[config.mk]
export PLATFORM = sky130hd
export DESIGN_NAME = mc_mem_bridge_flat
export DESIGN_NICKNAME = d
export VERILOG_FILES = /design/src/rtl/mc_mem_pkg.sv /design/src/rtl/mc_mem_bridge_if.sv /design/src/rtl/mc_mem_ram.sv /design/src/rtl/mc_mem_bridge.sv /design/src/flat_wrapper.sv
export SDC_FILE = /design/constraint.sdc
export NUM_CORES = 2
export LEC_CHECK = 0
export BUFFER_PORTS_ARGS = -buffer_cell sky130_fd_sc_hd__buf_2
export CELL_PAD_IN_SITES_DETAIL_PLACEMENT = 0
export CELL_PAD_IN_SITES_GLOBAL_PLACEMENT = 2
export CORE_AREA = 2 2 432 434
export CTS_CLUSTER_SIZE = 24
export DETAILED_ROUTE_END_ITERATION = 10
export DIE_AREA = 0 0 434 436
export PLACE_DENSITY_LB_ADDON = 0.1
export SLEW_MARGIN = 10
export SYNTH_ARGS = -nofsm -noshare
export SYNTH_HDL_FRONTEND = slang
export SYNTH_HIERARCHICAL = 1
export SYNTH_SLANG_ARGS = --single-unit
[constraint.sdc]
create_clock -name clk -period 4.9 [get_ports clk]
set_input_delay 0.245 -clock clk [delete_from_list [all_inputs] [get_ports clk]]
set_output_delay 0.245 -clock clk [all_outputs]
set_load 0.005 [all_outputs]
[src/rtl/mc_mem_pkg.sv]
`default_nettype none
// ============================================================================
// Module   : mc_mem_pkg
// Purpose  : Shared types and helpers for the mc_mem_bridge memory bridge.
// Revision : 1.0 - initial release
// ============================================================================
package mc_mem_pkg;

    typedef enum logic [1:0] {
        IDLE   = 2'd0,
        ACCESS = 2'd1,
        RESP   = 2'd2
    } state_e;

    typedef enum logic {
        PORT_IF = 1'b0,
        PORT_DM = 1'b1
    } port_e;

    localparam int MEM_DATA_W = 32;
    localparam int BE_W       = MEM_DATA_W / 8;

    function automatic int be_width(input int data_w);
        return data_w / 8;
    endfunction

    // Round-robin pick: a tie goes to the port that was not granted last.
    function automatic port_e rr_pick(input logic if_v, input logic dm_v, input port_e last);
        if (if_v && dm_v) begin
            return (last == PORT_IF) ? PORT_DM : PORT_IF;
        end
        return dm_v ? PORT_DM : PORT_IF;
    endfunction

endpackage
`default_nettype wire

[src/rtl/mc_mem_bridge_if.sv]
`default_nettype none
// ============================================================================
// Module   : mc_mem_bridge_if
// Purpose  : Fetch and data request/response channels of the memory bridge.
// Revision : 1.0 - initial release
// ============================================================================
interface mc_mem_bridge_if #(
    parameter int DATA_W = 32,
    parameter int ADDR_W = 6
);
    logic                  if_req_valid;
    logic                  if_req_ready;
    logic [ADDR_W-1:0]     if_addr;
    logic                  if_rsp_valid;
    logic [DATA_W-1:0]     if_rdata;

    logic                  dm_req_valid;
    logic                  dm_req_ready;
    logic                  dm_we;
    logic [ADDR_W-1:0]     dm_addr;
    logic [DATA_W-1:0]     dm_wdata;
    logic [DATA_W/8-1:0]   dm_be;
    logic                  dm_rsp_valid;
    logic [DATA_W-1:0]     dm_rdata;

    logic                  busy;

    modport master (
        output if_req_valid, if_addr,
        input  if_req_ready, if_rsp_valid, if_rdata,
        output dm_req_valid, dm_we, dm_addr, dm_wdata, dm_be,
        input  dm_req_ready, dm_rsp_valid, dm_rdata,
        input  busy
    );

    modport slave (
        input  if_req_valid, if_addr,
        output if_req_ready, if_rsp_valid, if_rdata,
        input  dm_req_valid, dm_we, dm_addr, dm_wdata, dm_be,
        output dm_req_ready, dm_rsp_valid, dm_rdata,
        output busy
    );
endinterface
`default_nettype wire

[src/rtl/mc_mem_ram.sv]
`default_nettype none
// ============================================================================
// Module   : mc_mem_ram
// Purpose  : Single-port synchronous RAM (DEPTH x DATA_W), byte write enables.
// Revision : 1.0 - initial release
// ============================================================================
module mc_mem_ram
    import mc_mem_pkg::*;
#(
    parameter int DATA_W = 32,
    parameter int DEPTH  = 64,
    parameter int AW     = 6
) (
    input  wire logic                      clk,
    input  wire logic                      en_i,
    input  wire logic                      we_i,
    input  wire logic [AW-1:0]             addr_i,
    input  wire logic [DATA_W-1:0]         wdata_i,
    input  wire logic [be_width(DATA_W)-1:0] be_i,
    output logic      [DATA_W-1:0]         rdata_o
);
    localparam int NB = be_width(DATA_W);

    logic [DATA_W-1:0] mem_q [DEPTH];
    logic [DATA_W-1:0] rdata_q;

    // Contents are deliberately not reset; rdata_q is only observed when gated.
    always_ff @(posedge clk) begin
        if (en_i) begin
            if (we_i) begin
                for (int b = 0; b < NB; b++) begin
                    if (be_i[b]) begin
                        mem_q[addr_i][b*8 +: 8] <= wdata_i[b*8 +: 8];
                    end
                end
            end else begin
                rdata_q <= mem_q[addr_i];
            end
        end
    end

    assign rdata_o = rdata_q;

endmodule
`default_nettype wire

[src/rtl/mc_mem_bridge.sv]
`default_nettype none
// ============================================================================
// Module   : mc_mem_bridge
// Purpose  : Round-robin fetch/data bridge onto one RAM with wait states.
//            MC_MEM_BYTE_STROBE_EN enables per-byte writes from dm_be.
// Revision : 1.0 - initial release
// ============================================================================
module mc_mem_bridge
    import mc_mem_pkg::*;
#(
    parameter int DATA_W      = 32,
    parameter int ADDR_W      = 6,
    parameter int DEPTH       = 64,
    parameter int WAIT_STATES = 2
) (
    input  wire logic      clk,
    input  wire logic      reset,
    mc_mem_bridge_if.slave bus
);
    localparam int          NB       = be_width(DATA_W);
    localparam int          RAM_AW   = (DEPTH > 1) ? $clog2(DEPTH) : 1;
    localparam logic [3:0]  CNT_LOAD = (WAIT_STATES > 0) ? 4'(WAIT_STATES - 1) : 4'd0;

    state_e              state_q, state_d;
    port_e               last_q, last_d;
    port_e               port_q, port_d;
    logic [ADDR_W-1:0]   addr_q, addr_d;
    logic                we_q, we_d;
    logic [DATA_W-1:0]   wdata_q, wdata_d;
    logic [NB-1:0]       be_q, be_d;
    logic                oor_q, oor_d;
    logic [3:0]          cnt_q, cnt_d;

    port_e               w_grant;
    logic                w_accept;
    logic                w_commit;
    logic                w_in_range;
    logic [ADDR_W-1:0]   w_sel_addr;
    logic                w_sel_we;
    logic [DATA_W-1:0]   w_sel_wdata;
    logic [NB-1:0]       w_sel_be;
    logic [NB-1:0]       w_ram_be;
    logic [DATA_W-1:0]   w_ram_rdata;
    logic [DATA_W-1:0]   w_rdata;
    logic                w_rsp;

    assign w_grant  = rr_pick(bus.if_req_valid, bus.dm_req_valid, last_q);
    assign w_accept = (state_q == IDLE) && (bus.if_req_valid || bus.dm_req_valid) && !reset;

    assign bus.if_req_ready = w_accept && (w_grant == PORT_IF);
    assign bus.dm_req_ready = w_accept && (w_grant == PORT_DM);

    // In IDLE the RAM sees the live request so a zero-wait access commits on the accept edge.
    always_comb begin
        w_sel_addr  = addr_q;
        w_sel_we    = we_q;
        w_sel_wdata = wdata_q;
        w_sel_be    = be_q;
        if (state_q == IDLE) begin
            w_sel_addr  = (w_grant == PORT_DM) ? bus.dm_addr : bus.if_addr;
            w_sel_we    = (w_grant == PORT_DM) && bus.dm_we;
            w_sel_wdata = bus.dm_wdata;
            w_sel_be    = bus.dm_be;
        end
    end

    assign w_in_range = 32'(w_sel_addr) < 32'(DEPTH);
    assign w_commit   = ((state_q == ACCESS) && (cnt_q == 4'd0)) ||
                        ((state_q == IDLE) && w_accept && (WAIT_STATES == 0));

`ifdef MC_MEM_BYTE_STROBE_EN
    assign w_ram_be = w_sel_be;
`else
    // Strobes are ignored: every write stores the full word.
    assign w_ram_be = w_sel_be | '1;
`endif

    always_comb begin
        state_d = state_q;
        last_d  = last_q;
        port_d  = port_q;
        addr_d  = addr_q;
        we_d    = we_q;
        wdata_d = wdata_q;
        be_d    = be_q;
        oor_d   = oor_q;
        cnt_d   = cnt_q;
        case (state_q)
            IDLE: begin
                if (w_accept) begin
                    port_d  = w_grant;
                    last_d  = w_grant;
                    addr_d  = w_sel_addr;
                    we_d    = w_sel_we;
                    wdata_d = bus.dm_wdata;
                    be_d    = bus.dm_be;
                    oor_d   = !w_in_range;
                    cnt_d   = CNT_LOAD;
                    state_d = (WAIT_STATES > 0) ? ACCESS : RESP;
                end
            end
            ACCESS: begin
                if (cnt_q == 4'd0) begin
                    state_d = RESP;
                end else begin
                    cnt_d = cnt_q - 4'd1;
                end
            end
            RESP:    state_d = IDLE;
            default: state_d = IDLE;
        endcase
    end

    always_ff @(posedge clk or posedge reset) begin
        if (reset) begin
            state_q <= IDLE;
            last_q  <= PORT_IF;
            port_q  <= PORT_IF;
            addr_q  <= '0;
            we_q    <= 1'b0;
            wdata_q <= '0;
            be_q    <= '0;
            oor_q   <= 1'b0;
            cnt_q   <= 4'd0;
        end else begin
            state_q <= state_d;
            last_q  <= last_d;
            port_q  <= port_d;
            addr_q  <= addr_d;
            we_q    <= we_d;
            wdata_q <= wdata_d;
            be_q    <= be_d;
            oor_q   <= oor_d;
            cnt_q   <= cnt_d;
        end
    end

    mc_mem_ram #(
        .DATA_W (DATA_W),
        .DEPTH  (DEPTH),
        .AW     (RAM_AW)
    ) u_ram (
        .clk     (clk),
        .en_i    (w_commit && w_in_range),
        .we_i    (w_sel_we),
        .addr_i  (w_sel_addr[RAM_AW-1:0]),
        .wdata_i (w_sel_wdata),
        .be_i    (w_ram_be),
        .rdata_o (w_ram_rdata)
    );

    // Write acks and out-of-range reads return zero.
    assign w_rsp   = (state_q == RESP);
    assign w_rdata = (w_rsp && !we_q && !oor_q) ? w_ram_rdata : '0;

    assign bus.if_rsp_valid = w_rsp && (port_q == PORT_IF);
    assign bus.dm_rsp_valid = w_rsp && (port_q == PORT_DM);
    assign bus.if_rdata     = (port_q == PORT_IF) ? w_rdata : '0;
    assign bus.dm_rdata     = (port_q == PORT_DM) ? w_rdata : '0;
    assign bus.busy         = (state_q != IDLE);

endmodule
`default_nettype wire

[src/flat_wrapper.sv]
// flat-port wrapper written by rule: the top's interface ports become plain ports
module mc_mem_bridge_flat import mc_mem_pkg::*;
#(
    parameter int DATA_W      = 32,
    parameter int ADDR_W      = 6,
    parameter int DEPTH       = 64,
    parameter int WAIT_STATES = 2
)
  (clk, reset, bus_if_req_valid, bus_if_addr, bus_if_req_ready, bus_if_rsp_valid, bus_if_rdata, bus_dm_req_valid, bus_dm_we, bus_dm_addr, bus_dm_wdata, bus_dm_be, bus_dm_req_ready, bus_dm_rsp_valid, bus_dm_rdata, bus_busy);
  mc_mem_bridge_if #(.DATA_W(DATA_W), .ADDR_W(ADDR_W)) bus_i ();
  input  wire logic clk;
  input  wire logic reset;
  input wire logic [$bits(bus_i.if_req_valid)-1:0] bus_if_req_valid;
  input wire logic [$bits(bus_i.if_addr)-1:0] bus_if_addr;
  output wire logic [$bits(bus_i.if_req_ready)-1:0] bus_if_req_ready;
  output wire logic [$bits(bus_i.if_rsp_valid)-1:0] bus_if_rsp_valid;
  output wire logic [$bits(bus_i.if_rdata)-1:0] bus_if_rdata;
  input wire logic [$bits(bus_i.dm_req_valid)-1:0] bus_dm_req_valid;
  input wire logic [$bits(bus_i.dm_we)-1:0] bus_dm_we;
  input wire logic [$bits(bus_i.dm_addr)-1:0] bus_dm_addr;
  input wire logic [$bits(bus_i.dm_wdata)-1:0] bus_dm_wdata;
  input wire logic [$bits(bus_i.dm_be)-1:0] bus_dm_be;
  output wire logic [$bits(bus_i.dm_req_ready)-1:0] bus_dm_req_ready;
  output wire logic [$bits(bus_i.dm_rsp_valid)-1:0] bus_dm_rsp_valid;
  output wire logic [$bits(bus_i.dm_rdata)-1:0] bus_dm_rdata;
  output wire logic [$bits(bus_i.busy)-1:0] bus_busy;
  assign bus_i.if_req_valid = bus_if_req_valid;
  assign bus_i.if_addr = bus_if_addr;
  assign bus_if_req_ready = bus_i.if_req_ready;
  assign bus_if_rsp_valid = bus_i.if_rsp_valid;
  assign bus_if_rdata = bus_i.if_rdata;
  assign bus_i.dm_req_valid = bus_dm_req_valid;
  assign bus_i.dm_we = bus_dm_we;
  assign bus_i.dm_addr = bus_dm_addr;
  assign bus_i.dm_wdata = bus_dm_wdata;
  assign bus_i.dm_be = bus_dm_be;
  assign bus_dm_req_ready = bus_i.dm_req_ready;
  assign bus_dm_rsp_valid = bus_i.dm_rsp_valid;
  assign bus_dm_rdata = bus_i.dm_rdata;
  assign bus_busy = bus_i.busy;
  mc_mem_bridge #(.DATA_W(DATA_W), .ADDR_W(ADDR_W), .DEPTH(DEPTH), .WAIT_STATES(WAIT_STATES)) u_core (.clk(clk), .reset(reset), .bus(bus_i));
endmodule
==> impl_metrics.env <==
export IMPL_outcome="complete, no violations"
export IMPL_hold_class="primary input to flop"
export IMPL_crit_start="u_core/port_q"
export IMPL_drive_above_1_share_pct=19.69
export IMPL_whs_ps=76.91
export IMPL_synth_cell_types=69
export IMPL_antenna_left=0
export IMPL_drc=0
export IMPL_fin_area_sq_mm=0.09679
export IMPL_slew_viol_final=0
export IMPL_synth_most_common_cell="edfxtp_1"
export IMPL_grt_max_degree=102
export IMPL_startpoint_type="flop"
export IMPL_antenna_found_initial=22
export IMPL_fin_crit_ps=4704
export IMPL_track_usage_pct=30.45
export IMPL_via_per_inst=6.208
export IMPL_initial_core_util_pct=44.70
export IMPL_dp_cells=7731
export IMPL_cts_tree="built"
export IMPL_ctsRootBufferMaster="clkbuf_16"
export IMPL_final_core_util_pct=52.42
export IMPL_clock_skew_ps=30.01
export IMPL_drt_pass1_iterations=5
export IMPL_routed_wl_microns=290500
export IMPL_cp_buffers_inverters=5
export IMPL_required_ps=5540
export IMPL_finalSetupViolCount=0
export IMPL_die_y_microns=436
export IMPL_cp_arrival_ps=5350
export IMPL_fmax_ghz=0.2126
export IMPL_synth_seq_cells=2126
export IMPL_mappedNetlistArea_sq_mm=0.08254
export IMPL_core_sq_mm=0.1846
export IMPL_rows=158
export IMPL_power_density_mw_per_mm2=703.0
export IMPL_rsz0062_at_grt="no"
export IMPL_slowest_stage="nor2b_4"
export IMPL_die_w_microns=434
export IMPL_drtIter0Drc=6645
export IMPL_path_max_fanout=23
export IMPL_numClockSinks=2126
export IMPL_port_buffers=117
export IMPL_ir_drop_uv=631.9
export IMPL_clk_path_buf_depth=3
export IMPL_htreeDepth=4
export IMPL_path_common_cell="buf_4"
export IMPL_dieArea_sq_mm=0.1892
export IMPL_nets=5586
export IMPL_grt_pass1_wl_microns=397500
export IMPL_setup_slack_ps=195.8
export IMPL_setup_tns_ps=0
export IMPL_post_route_period_util_pct=96.00
export IMPL_area_growth_pct=17.27
export IMPL_place_congestion=0.9173
export IMPL_synth_warnings=6
export IMPL_grt_pass1_vias=48960
export IMPL_p_total_mw=68.05
export IMPL_clock_latency_ps=860
export IMPL_max_slew_margin_pct=16.27
export IMPL_path_cells="a21boi_1 -> buf_4 -> mux2i_1 -> o21ai_4 -> buf_12 -> buf_4 -> nor2b_4 -> buf_12 -> buf_4 -> a22oi_1 -> o32ai_1 -> a21oi_1 -> nand4_1"
export IMPL_hold_violations=0
export IMPL_path_clk_slew_ps=60
export IMPL_path_class="flop to flop"
export IMPL_crit_path_max_incr_delay_ps=860
export IMPL_synth_commonest_cells="2080 x edfxtp_1, 371 x nor2_1, 321 x a22oi_1"
export IMPL_synth_ff_type="edfxtp_1"
export IMPL_nFillCells=15370
export IMPL_yosysTopAreaCellShare_pct=75.68
export IMPL_vias=51010
export IMPL_worst_pin_slew_ps=1253
export IMPL_wl_per_cell_microns=35.36
export IMPL_numCtsBuffers=220
export IMPL_dp_hpwl_microns=191000
export IMPL_ys_seq_area_share_pct=77.07
export IMPL_min_from="bus_dm_req_valid"
export IMPL_synthTopCellsByArea="edfxtp_1 76%, a221oi_1 3.1%, a22oi_1 2.9%, mux2i_1 2.9%, nor2_1 1.7%"
export IMPL_syn_instance_count=5001
export IMPL_io_pins=122
export IMPL_pre_cts_slack_ps=202.2
export IMPL_cp_top_family="compound AO/OA/AOI/OAI gates"
export IMPL_synth_async_sr_flop_share_pct=2.164
export IMPL_max_cap_violations=0
export IMPL_avgSynthCellArea_sq_um=16.50
export IMPL_place_area_sq_mm=0.08930
export IMPL_grt_overflow_total=0
export IMPL_synth_largest_area_cell="edfxtp_1"
export IMPL_leakage_nw=31.59
export IMPL_synth_enable_flop_cells=2080
export IMPL_rr_startpoint="u_core/port_q"
export IMPL_cp_end_kind="flop"
export IMPL_final_cells=8217
-- metal layers --
layer  wire [microns]  global-route usage (%)
met1           119300                   42.09
met2           135000                   47.42
met3            23730                   6.243
met4            12510                   11.87
met5               46                       0
-- placed cells by master (no fill, tap or decap), types with 65 or more instances in the layout --
master | synthesis | routed
a21oi_1 | 90 | 90
a221oi_1 | 295 | 295
a22oi_1 | 321 | 321
and2_1 | 67 | 65
buf_2 | 132 | 117
buf_4 | 18 | 475
clkbuf_16 | 0 | 223
edfxtp_1 | 2080 | 2080
mux2_2 | 85 | 85
mux2i_1 | 237 | 236
nand2_1 | 226 | 193
nor2_1 | 371 | 365
o21ai_0 | 109 | 109
o22ai_1 | 160 | 160
-- cells by family (layout without fill, tap and decap cells) --
group | after synthesis | count (layout) | synth area share, %
flip-flops | 2126 | 2126 | 77.07
AO/OA/AOI/OAI | 1275 | 1275 | 11.54
AND/OR/NAND/NOR | 834 | 834 | 4.510
buffers and inverters | 402 | 1116 | 2.212
multiplexers | 361 | 361 | 4.630
adder cells (fa/ha/maj) | 2 | 2 | 0.03031
other | 1 | 23 | 0.004544
-- worst min-delay path, stage by stage --
cell      delay, ps
buf_2           120
a21boi_1        160
buf_4           200
mux2_1          160
-- report_power, final --
group / total [mW] / leakage (nW) / switching, mW / internal, mW
Combinational: 27.6 / 8.89 / 19.9 / 7.75
Clock: 16.1 / 3.35 / 6.94 / 9.15
Sequential: 24.3 / 19.4 / 0.272 / 24.1
Total: 68.0 / 31.6 / 27.1 / 41.0
-- layout make-up --
| class | instances | area, sq um | share of cell area (%) |
|---|---|---|---|
| Clock buffer | 273 | 5778 | 5.969 |
| Clock inverter | 136 | 1077 | 1.113 |
| Timing Repair Buffer | 697 | 5693 | 5.882 |
| Inverter | 10 | 47.55 | 0.04912 |
| Antenna cell | 19 | 47.55 | 0.04912 |
| Tap cell | 2480 | 3103 | 3.206 |
| Sequential cell | 2126 | 63610 | 65.72 |
| Multi-Input combinational cell | 2476 | 17440 | 18.01 |
-- flip-flops by register name, summed over array words and instances, names as in the netlist --
| name | flops |
|---|---|
| u_core/cnt_q | 4 |
| u_core/state_q | 2 |
| u_core/wdata_q | 32 |
| u_core/u_ram/rdata_o | 32 |
| u_core/we_q | 1 |
| u_core/port_q | 1 |
| u_core/addr_q | 6 |
| u_core/u_ram/mem_q | 2048 |
-- worst paths after layout --
path                                            to  slack, ps  cells after the start
hold reg to reg                 u_core/wdata_q[17]        490                      1
setup reg to reg           u_core/u_ram/rdata_o[1]        200                     13
min in group asynchronous            u_core/port_q        230                      3
max in group asynchronous       u_core/wdata_q[19]       4030                      3
hold / removal                       u_core/port_q         80                      4
setup / recovery           u_core/u_ram/rdata_o[1]        200                     13
-- timing repair --
action / 4_1_cts / 5_1_grt
hold buffers: 56 / 0
buffers inserted: 0 / 2
setup endpoints to repair: 0 / 1
gates resized for setup: 0 / 1
endpoints found under the hold margin: 127 / 0
Note: power is estimated with default switching activity, not from simulation.
